===== config.mk =====
export PLATFORM = sky130hd
export DESIGN_NAME = ddr_ring_buffer_ctrl
export DESIGN_NICKNAME = d
export VERILOG_FILES = /design/src/rtl/ddr_rb_pkg.sv /design/src/rtl/ddr_rb_rfifo.sv /design/src/rtl/ddr_ring_buffer_ctrl.sv
export SDC_FILE = /design/constraint.sdc
export NUM_CORES = 1
export LEC_CHECK = 0
export CAP_MARGIN = 20
export CORE_MARGIN = 5
export CORE_UTILIZATION = 45
export CTS_BUF_LIST = sky130_fd_sc_hd__clkbuf_4 sky130_fd_sc_hd__clkbuf_8 sky130_fd_sc_hd__clkbuf_16
export CTS_CLUSTER_DIAMETER = 100
export DETAILED_ROUTE_END_ITERATION = 8
export SYNTH_ARGS = -nofsm -noshare
export SYNTH_HDL_FRONTEND = slang
export SYNTH_SLANG_ARGS = --single-unit

===== constraint.sdc =====
create_clock -name phy_clk -period 21.8 [get_ports phy_clk]
set_clock_uncertainty 0.05 [all_clocks]
set_input_delay 6.54 -clock phy_clk [delete_from_list [all_inputs] [get_ports phy_clk]]
set_output_delay 6.54 -clock phy_clk [all_outputs]
set_load 0.02 [all_outputs]

===== src/rtl/ddr_rb_pkg.sv =====
// Shared types and default sizes for the DDR ring-buffer controller.
//  state_e     : request sequencer states (init / idle / write / read)
//  Def*        : default widths used by the top and the read-return FIFO
package ddr_rb_pkg;

  localparam int unsigned DefDataW   = 64;
  localparam int unsigned DefAddrW   = 24;
  localparam int unsigned DefRfifoAw = 4;

  typedef enum logic [1:0] {
    StInit,
    StIdle,
    StWrite,
    StRead
  } state_e;

endpackage


===== src/rtl/ddr_rb_rfifo.sv =====
// Synchronous first-word-fall-through FIFO that holds DDR read-return data.
//  clk_i   : clock
//  rst_i   : synchronous active-high reset (empties the FIFO)
//  push_i  : write data_i (accepted when not full, or when full and popping)
//  data_i  : write data
//  pop_i   : consume data_o (ignored while empty)
//  data_o  : head word, valid whenever valid_o is high
//  valid_o : FIFO non-empty
//  count_o : number of stored words
//  ovf_o   : push refused because the FIFO was full
module ddr_rb_rfifo
  import ddr_rb_pkg::*;
#(
  parameter int unsigned DATA_W = DefDataW,
  parameter int unsigned AW     = DefRfifoAw
) (
  input  logic              clk_i,
  input  logic              rst_i,
  input  logic              push_i,
  input  logic [DATA_W-1:0] data_i,
  input  logic              pop_i,
  output logic [DATA_W-1:0] data_o,
  output logic              valid_o,
  output logic [AW:0]       count_o,
  output logic              ovf_o
);

  localparam int unsigned Depth = 2 ** AW;

  logic [DATA_W-1:0] mem_q [Depth];
  logic [AW-1:0]     wptr_q, wptr_d;
  logic [AW-1:0]     rptr_q, rptr_d;
  logic [AW:0]       count_q, count_d;
  logic              full;
  logic              do_push;
  logic              do_pop;

  always_comb begin
    valid_o = (count_q != '0);
    full    = count_q[AW];
    do_pop  = pop_i && valid_o;
    // A pop frees the slot this cycle, so a full FIFO still takes a push.
    do_push = push_i && (!full || do_pop);
    ovf_o   = push_i && !do_push;
    wptr_d  = do_push ? wptr_q + AW'(1) : wptr_q;
    rptr_d  = do_pop ? rptr_q + AW'(1) : rptr_q;
    count_d = count_q + (AW + 1)'(do_push) - (AW + 1)'(do_pop);
    data_o  = mem_q[rptr_q];
    count_o = count_q;
  end

  always_ff @(posedge clk_i) begin
    if (rst_i) begin
      wptr_q  <= '0;
      rptr_q  <= '0;
      count_q <= '0;
    end else begin
      wptr_q  <= wptr_d;
      rptr_q  <= rptr_d;
      count_q <= count_d;
    end
  end

  always_ff @(posedge clk_i) begin
    if (do_push) begin
      mem_q[wptr_q] <= data_i;
    end
  end

endmodule


===== src/rtl/ddr_ring_buffer_ctrl.sv =====
// Circular buffer in DDR2 in front of the ram_controller local interface (phy_clk domain).
// Event words arriving on in_* are written to DDR at wr_ptr; words are read back from rd_ptr and
// returned in order on out_*. One single-beat request is in flight on the local interface at a time;
// reads are only issued when the on-chip return FIFO has guaranteed room (credit), because
// local_rdata_valid cannot be stalled.
//  phy_clk / reset_phy_clk : sole clock, synchronous active-high reset
//  in_data/in_valid/in_ready    : input stream
//  out_data/out_valid/out_ready : output stream
//  local_*                      : DDR2 controller local interface
//  level     : committed words in the ring not yet issued for read
//  rdata_err : sticky, unexpected read data or return-FIFO overflow
module ddr_ring_buffer_ctrl
  import ddr_rb_pkg::*;
#(
  parameter int unsigned DATA_W   = DefDataW,
  parameter int unsigned ADDR_W   = DefAddrW,
  parameter int unsigned RFIFO_AW = DefRfifoAw
) (
  input  logic                phy_clk,
  input  logic                reset_phy_clk,
  input  logic [DATA_W-1:0]   in_data,
  input  logic                in_valid,
  output logic                in_ready,
  output logic [DATA_W-1:0]   out_data,
  output logic                out_valid,
  input  logic                out_ready,
  input  logic                local_init_done,
  input  logic                local_ready,
  output logic [ADDR_W-1:0]   local_address,
  output logic [DATA_W-1:0]   local_wdata,
  output logic [DATA_W/8-1:0] local_be,
  output logic                local_size,
  output logic                local_burstbegin,
  output logic                local_write_req,
  output logic                local_read_req,
  input  logic [DATA_W-1:0]   local_rdata,
  input  logic                local_rdata_valid,
  output logic [ADDR_W:0]     level,
  output logic                rdata_err
);

  state_e              state_q, state_d;
  logic                last_wr_q, last_wr_d;  // last grant was a write
  logic [ADDR_W:0]     wr_ptr_q, wr_ptr_d;
  logic [ADDR_W:0]     rd_ptr_q, rd_ptr_d;
  logic [ADDR_W-1:0]   addr_q, addr_d;
  logic [DATA_W-1:0]   wdata_q, wdata_d;
  logic [RFIFO_AW:0]   outstanding_q, outstanding_d;
  logic                err_q, err_d;

  logic [ADDR_W:0]     level_w;
  logic                ring_full;
  logic                ring_empty;
  logic [RFIFO_AW+1:0] credit_used;
  logic                rd_elig;
  logic                wr_open;
  logic                wr_grant;
  logic                rd_grant;
  logic                wr_ack;
  logic                rd_ack;
  logic                rdata_ok;
  logic                rdata_bad;
  logic [RFIFO_AW:0]   rf_count;
  logic                rf_ovf;

  ddr_rb_rfifo #(
    .DATA_W (DATA_W),
    .AW     (RFIFO_AW)
  ) u_rfifo (
    .clk_i   (phy_clk),
    .rst_i   (reset_phy_clk),
    .push_i  (rdata_ok),
    .data_i  (local_rdata),
    .pop_i   (out_ready),
    .data_o  (out_data),
    .valid_o (out_valid),
    .count_o (rf_count),
    .ovf_o   (rf_ovf)
  );

  // Eligibility and arbitration.
  always_comb begin
    level_w     = wr_ptr_q - rd_ptr_q;
    // level never exceeds 2**ADDR_W, so its top bit alone flags a full ring.
    ring_full   = level_w[ADDR_W];
    ring_empty  = (level_w == '0);
    credit_used = {1'b0, outstanding_q} + {1'b0, rf_count};
    // Credit left while outstanding + stored < 2**RFIFO_AW, i.e. both top bits clear.
    rd_elig     = !ring_empty && (credit_used[RFIFO_AW+1:RFIFO_AW] == 2'b00);
    // When both sides could go and a write was granted last, the read gets this slot.
    wr_open     = (state_q == StIdle) && !ring_full && !(rd_elig && last_wr_q);
    wr_grant    = in_valid && wr_open;
    rd_grant    = (state_q == StIdle) && rd_elig && !wr_grant;
    wr_ack      = (state_q == StWrite) && local_ready;
    rd_ack      = (state_q == StRead) && local_ready;
    rdata_ok    = local_rdata_valid && (outstanding_q != '0);
    rdata_bad   = local_rdata_valid && (outstanding_q == '0);
  end

  // Next-state logic.
  always_comb begin
    state_d       = state_q;
    last_wr_d     = last_wr_q;
    addr_d        = addr_q;
    wdata_d       = wdata_q;
    wr_ptr_d      = wr_ptr_q + (ADDR_W + 1)'(wr_ack);
    rd_ptr_d      = rd_ptr_q + (ADDR_W + 1)'(rd_ack);
    outstanding_d = outstanding_q + (RFIFO_AW + 1)'(rd_ack) - (RFIFO_AW + 1)'(rdata_ok);
    err_d         = err_q | rdata_bad | rf_ovf;

    unique case (state_q)
      StInit: begin
        if (local_init_done) state_d = StIdle;
      end
      StIdle: begin
        if (wr_grant) begin
          state_d   = StWrite;
          last_wr_d = 1'b1;
          addr_d    = wr_ptr_q[ADDR_W-1:0];
          wdata_d   = in_data;
        end else if (rd_grant) begin
          state_d   = StRead;
          last_wr_d = 1'b0;
          addr_d    = rd_ptr_q[ADDR_W-1:0];
        end
      end
      StWrite: begin
        if (local_ready) state_d = StIdle;
      end
      StRead: begin
        if (local_ready) state_d = StIdle;
      end
      default: state_d = StInit;
    endcase
  end

  always_ff @(posedge phy_clk) begin
    if (reset_phy_clk) begin
      state_q       <= StInit;
      last_wr_q     <= 1'b0;
      wr_ptr_q      <= '0;
      rd_ptr_q      <= '0;
      addr_q        <= '0;
      wdata_q       <= '0;
      outstanding_q <= '0;
      err_q         <= 1'b0;
    end else begin
      state_q       <= state_d;
      last_wr_q     <= last_wr_d;
      wr_ptr_q      <= wr_ptr_d;
      rd_ptr_q      <= rd_ptr_d;
      addr_q        <= addr_d;
      wdata_q       <= wdata_d;
      outstanding_q <= outstanding_d;
      err_q         <= err_d;
    end
  end

  // Outputs.
  always_comb begin
    in_ready         = wr_open;
    local_write_req  = (state_q == StWrite);
    local_read_req   = (state_q == StRead);
    local_burstbegin = local_write_req || local_read_req;
    local_address    = addr_q;
    local_wdata      = wdata_q;
    local_be         = '1;
    local_size       = 1'b1;
    level            = level_w;
    rdata_err        = err_q;
  end

endmodule


==> impl_metrics.yaml, run 1 <==
placed_design:
  dpl.hpwl_um: 61400
  placedInstanceArea_mm2: 0.0520
  numPortBuffers: 317
  preCtsSetupSlack_ps: 10500
  gp_congestion: 0.870
setup_path:
  critPathMaxFanout: 65
  cp-end-kind: "primary output"
  cp.arrival_ps: 4920
  critPathLaunchType: "flop"
  crit_type: "reg2out"
  reg2regPathDepth: 12
  required_ps: 15210
clocking:
  cts_tree: "done"
  cts_buffer_depth: 3
  cts_resized: 0
  cts_root_buf: "clkbuf_16"
  clk_pin_slew_ps: 60
  cts.sinks: 1188
  ctsHoldBuffers: 0
  ctsHtreeMaxLevel: 3
  cts_buffers: 120
  clock_latency_ps: 690
  post-cts-setup-buffers: 0
job:
  drv_cap: 0
detailed_routing:
  routed_wl_um: 114000
  dr.pass1.iters: 5
  drcViolationCount: 0
  ant_nets: 0
  via_per_inst: 5.83
  route.vias.total: 25199
  drt_iter0_drc: 1924
  wl_per_cell_um: 26.5
sta:
  worstMarginPinSlew_ps: 1150
  hold_ws_ps: 426
  fin_crit_ps: 11510
  fmax_ghz: 0.0869
  final-hold-violation-count: 0
  fin_ws_ps: 10290
  setup_viol: 0
  finalSetupTns_ps: 0
  slew-limit-headroom_pct: 23.3
  rsz0062_at_grt: "false"
  finalCritPeriodShare_pct: 52.8
  finalMaxSlewViolations: 0
floorplan:
  die_x_um: 334
  placementRows: 118
  die_height_um: 334
  io_pins: 327
  die_area_mm2: 0.112
  initial_core_util_pct: 45.4
  design.core.area_mm2: 0.104
power:
  pwr-share-comb_pct: 22.2
  seqPwrFrac_pct: 43.5
  clkPwrFrac_pct: 34.3
  p_int_mw: 4.46
  power_switching_mw: 1.63
  leakage_nw: 17.7
  ir_worst_vdd_v: 0.000175
  p_sw_share_pct: 26.7
  pwr_density_cell_mw_per_mm2: 108
yosys:
  ys.flop_type: "edfxtp_1"
  syn_inst: 2508
  synth.avg_cell_area_um2: 18.8
  synth_top_area_cell: "edfxtp_1"
  synth_top_area_share_pct: 65.1
  yosys_warnings: 0
  synthArstFlopShare_pct: 0
  ys_top_cells_by_area: "edfxtp_1 65%, mux4_2 15%, dfxtp_1 7.0%"
  ys_seq_area_share_pct: 72.1
  synth_edf_count: 1024
  synth_area_mm2: 0.0472
  synth.distinct_cells: 65
  ys_seq_elements: 1188
cells_and_area:
  nNetsFinal: 3026
  final_cell_mix: "1024 x edfxtp_1, 320 x mux4_2, 315 x clkdlybuf4s50_1"
  area_delta_synth_final_pct: 18.9
  final_common_cell: "edfxtp_1"
  drive_gt1_share_pct: 20.9
  final_area_mm2: 0.0561
global_route:
  grt_usage_pct: 20.2
  grt_pass1_vias: 26331
  grt_overflow_total: 0
  antenna_found_initial: 8
  grt_max_degree: 123
  grt_pass1_wl_um: 171000
status:
  outcome: "finished clean"
hold_path:
  hp-class: "reg2reg"
  hold_depth: 2
## power by group through the flow
stage | Sequential, mW | Combinational, mW | Clock (mW)
3_5_place_dp | 2.71 | 1.35 | 0
3_3_place_gp | 2.70 | 1.33 | 0
4_1_cts | 2.66 | 1.36 | 2.14
2_1_floorplan | 2.69 | 0.884 | 0
5_1_grt | 2.66 | 1.45 | 2.24
6_report | 2.65 | 1.35 | 2.08
## registers in the layout, summed over array words and instances, names as in the netlist, 2 cells and up, named ones only
signal           flops
outstanding_q        5
rd_ptr_q            25
u_rfifo.count_o      5
u_rfifo.rptr_q       4
u_rfifo.wptr_q       4
state_q              2
u_rfifo.mem_q     1024
local_wdata         64
local_address       24
wr_ptr_q            25
## kinds of logic (layout without fill, tap and decap cells)
kind of cell / Yosys count / count (layout) / synth area share (%)
buf+inv: 225 / 646 / 1.96
compound gates: 370 / 370 / 4.94
xor+xnor: 72 / 72 / 1.34
other cells: 1 / 16 / 0.00794
simple gates: 277 / 277 / 2.94
flops: 1188 / 1188 / 72.1
fa+ha+maj: 52 / 52 / 1.43
mux: 323 / 323 / 15.3
## worst max-delay path, cell delays in order (launching register included)
cell	delay, ps
dfxtp_1	530
ha_1	330
nor2b_1	160
o2111ai_1	470
a21oi_1	200
o311a_1	350
o31ai_1	230
a21oi_1	120
xnor2_1	270
nor2b_4	160
buf_4	530
o21a_1	240
clkdlybuf4s50_1	610
## metal layers
layer | wire, µm | share of wire (%) | global-route usage (%)
met5 | 13 | 0.011 | 0
met4 | 2500 | 2.2 | 5.48
met3 | 8160 | 7.1 | 5.03
met2 | 57000 | 50 | 33.4
met1 | 46700 | 41 | 27.2
## cells in the mapped netlist (all sizes together) (2+ instances only)
cell and count:
nor3 16, edfxtp 1024, fa 3, a21o 10, clkbuf 110, a21boi 4, mux4 320, a31oi 27
nor4 7, nand3b 2, a21oi 101, o21a 6, o22ai 4, buf 59, nand2b 5, nand3 53
ha 49, xnor2 45, o31ai 26, and4 4, o21ai 112, nand4 10, nor3b 2, or2 3
or3 9, mux2i 2, or4b 2, and2 9, nor2 87, a211oi 4, xor2 27, dfxtp 164
and3 12, nand2 38, o2111ai 66, nor2b 14, o2111a 2, inv 56
## layout make-up
type | instances | area [µm²]
timing repair buffer | 370 | 3650
inverter | 56 | 210
multi-input combinational | 1103 | 12400
clock buffer | 160 | 3360
clock inverter | 60 | 687
sequential | 1188 | 34000
antenna | 7 | 17.5
tap | 1380 | 1730
fill | 8089 | 47800
## path summary, 6_finish.rpt
kind | start | to | slack (ps)
worst max register to register | wr_ptr_q[2] | local_wdata[24] | 16790
worst min register to register | local_wdata[33] | local_wdata[33] | 430
worst max-delay path | wr_ptr_q[2] | in_ready | 10290
worst min-delay path | local_wdata[33] | local_wdata[33] | 430
## through the flow
| step | util [%] | std cells | total power, mW |
|---|---|---|---|
| floorplan | - | 2516 | 3.57 |
| global placement | 50.0 | 4093 | 4.04 |
| detailed placement | 50.0 | 4093 | 4.06 |
| CTS | 53.9 | 4313 | 6.16 |
| global route | 54.0 | 4321 | 6.35 |
| finish | 54.0 | 4324 | 6.08 |
(Power assumes the default switching activity.)
==> inputs of run 2 (changes only) <==
--- a/config.mk
+++ b/config.mk
@@ -11,6 +11,7 @@
 export CTS_BUF_LIST = sky130_fd_sc_hd__clkbuf_4 sky130_fd_sc_hd__clkbuf_8 sky130_fd_sc_hd__clkbuf_16
 export CTS_CLUSTER_DIAMETER = 100
 export DETAILED_ROUTE_END_ITERATION = 8
+export PLACE_DENSITY = 0.66
 export SYNTH_ARGS = -nofsm -noshare
 export SYNTH_HDL_FRONTEND = slang
 export SYNTH_SLANG_ARGS = --single-unit
==> constraint.sdc (replaced) <==
create_clock -name phy_clk -period 10.1 [get_ports phy_clk]
set_clock_uncertainty 0.05 [all_clocks]
set_input_delay 3.03 -clock phy_clk [delete_from_list [all_inputs] [get_ports phy_clk]]
set_output_delay 3.03 -clock phy_clk [all_outputs]
set_load 0.02 [all_outputs]
==> impl_metrics.yaml, run 2 (synthesis results as in run 1) <==
detailed_routing:
  routed_wl_um: 117000
  ant_nets: 0
  wl_per_cell_um: 27.1
  drt_iter0_drc: 2093
  route.vias.total: 25258
  drcViolationCount: 0
  dr.pass1.iters: 5
  via_per_inst: 5.85
floorplan:
  io_pins: 327
  die_area_mm2: 0.112
  die_height_um: 334
  placementRows: 118
  die_x_um: 334
  initial_core_util_pct: 45.4
  design.core.area_mm2: 0.104
cells_and_area:
  drive_gt1_share_pct: 20.9
  largest_register_ffs: 1024
  layout.cells.non_filler: 4321
  final_util_pct: 54.0
  area_delta_synth_final_pct: 18.9
  final_common_cell: "edfxtp_1"
  final_area_mm2: 0.0561
  nNetsFinal: 3025
  regMostFlops: "u_rfifo.mem_q"
  final_cell_mix: "1024 x edfxtp_1, 320 x mux4_2, 315 x clkdlybuf4s50_1"
global_route:
  grt_pass1_vias: 26583
  grt_overflow_total: 0
  grt_pass1_wl_um: 175000
  grt_usage_pct: 20.8
  antenna_found_initial: 5
  grt_max_degree: 131
placed_design:
  gp_congestion: 0.910
  numPlacedInstances: 4096
  preCtsSetupSlack_ps: 2910
  numPortBuffers: 317
  dpl.hpwl_um: 64800
  placedInstanceArea_mm2: 0.0520
clocking:
  post-cts-setup-buffers: 0
  clock_latency_ps: 690
  cts_buffer_depth: 3
  cts_root_buf: "clkbuf_16"
  ctsHoldBuffers: 0
  cts_tree: "done"
  cts_resized: 0
  ctsHtreeMaxLevel: 3
  cts_buffers: 120
  cts.sinks: 1188
  clk_pin_slew_ps: 60
sta:
  finalCritPeriodShare_pct: 79.0
  finalSetupTns_ps: 0
  slew-limit-headroom_pct: 31.9
  setup_viol: 0
  fin_crit_ps: 7980
  worstMarginPinSlew_ps: 1020
  finalMaxSlewViolations: 0
  final-hold-violation-count: 0
  rsz0062_at_grt: "false"
  fmax_ghz: 0.125
  fin_ws_ps: 2120
  hold_ws_ps: 425
hold_path:
  hp-class: "reg2reg"
setup_path:
  required_ps: 7020
  critPathLaunchType: "flop"
  cp-end-kind: "primary output"
  crit_type: "reg2out"
  cp.arrival_ps: 4900
  critPathMaxFanout: 8
power:
  ir_worst_vdd_v: 0.000221
  pwr_density_cell_mw_per_mm2: 235
  p_int_mw: 9.64
  seqPwrFrac_pct: 43.4
  pwr-share-comb_pct: 22.1
  p_sw_share_pct: 26.8
  power_switching_mw: 3.54
  leakage_nw: 17.7
  clkPwrFrac_pct: 34.5
  power.total_mw: 13.2
status:
  outcome: "finished clean"
job:
  drv_cap: 0
==> run 2: cell count changes in the layout (fill, tap and decap cells not counted), moves of 2 or more <==
| cell | change |
|---|---|
| inv_16 | -2 |
| clkinv_1 | +3 |
| buf_4 | +2 |
| inv_6 | +3 |
| clkinv_4 | +4 |
| clkbuf_16 | +3 |
| buf_16 | -3 |
| clkinv_2 | +6 |
| diode_2 | -6 |
| clkbuf_4 | -12 |
==> run 2: per-layer routing <==
metal | share of wire (%) | GRT usage (%)
met5 | 0.039 | 0
met1 | 40 | 27.2
met2 | 50 | 35.4
met3 | 7.7 | 5.08
met4 | 2.0 | 5.16
==> run 2: critical path: stages (launching register included) <==
cell and delay, ps:
dfxtp_1 550, ha_1 330, nor2b_1 160, o2111ai_1 440, a21oi_1 200, or3_4 380
xor2_1 170, or4_4 540, nor4_4 380, and4b_2 310, o21a_1 140, clkdlybuf4s50_1 630
==> run 2: layout make-up <==
| cell class | count | area [µm²] |
|---|---|---|
| antenna | 1 | 2.50 |
| clock buffer | 150 | 3330 |
| clock inverter | 74 | 791 |
| fill | 8063 | 47800 |
| inverter | 56 | 210 |
| multi-input combinational | 1103 | 12400 |
| sequential | 1188 | 34000 |
| tap | 1380 | 1730 |
| timing repair buffer | 369 | 3590 |
==> run 2: power by group through the flow <==
stage                     Sequential (mW)  Combinational (mW)  Clock (mW)
final                                5.72                2.91        4.54
after global placement               5.81                2.91           0
after global routing                 5.75                3.13        4.87
after detailed placement             5.83                2.95           0
after CTS                            5.73                2.97        4.66
after floorplan                      5.80                1.91           0
==> run 2: worst paths after layout <==
kind	cells after the start	from	slack (ps)	to
worst max-delay path	11	wr_ptr_q[2]	2120	in_ready
worst min-delay path	2	local_wdata[1]	430	local_wdata[1]
worst max register to register	12	wr_ptr_q[2]	5010	local_address[9]
worst min register to register	2	local_wdata[1]	430	local_wdata[1]
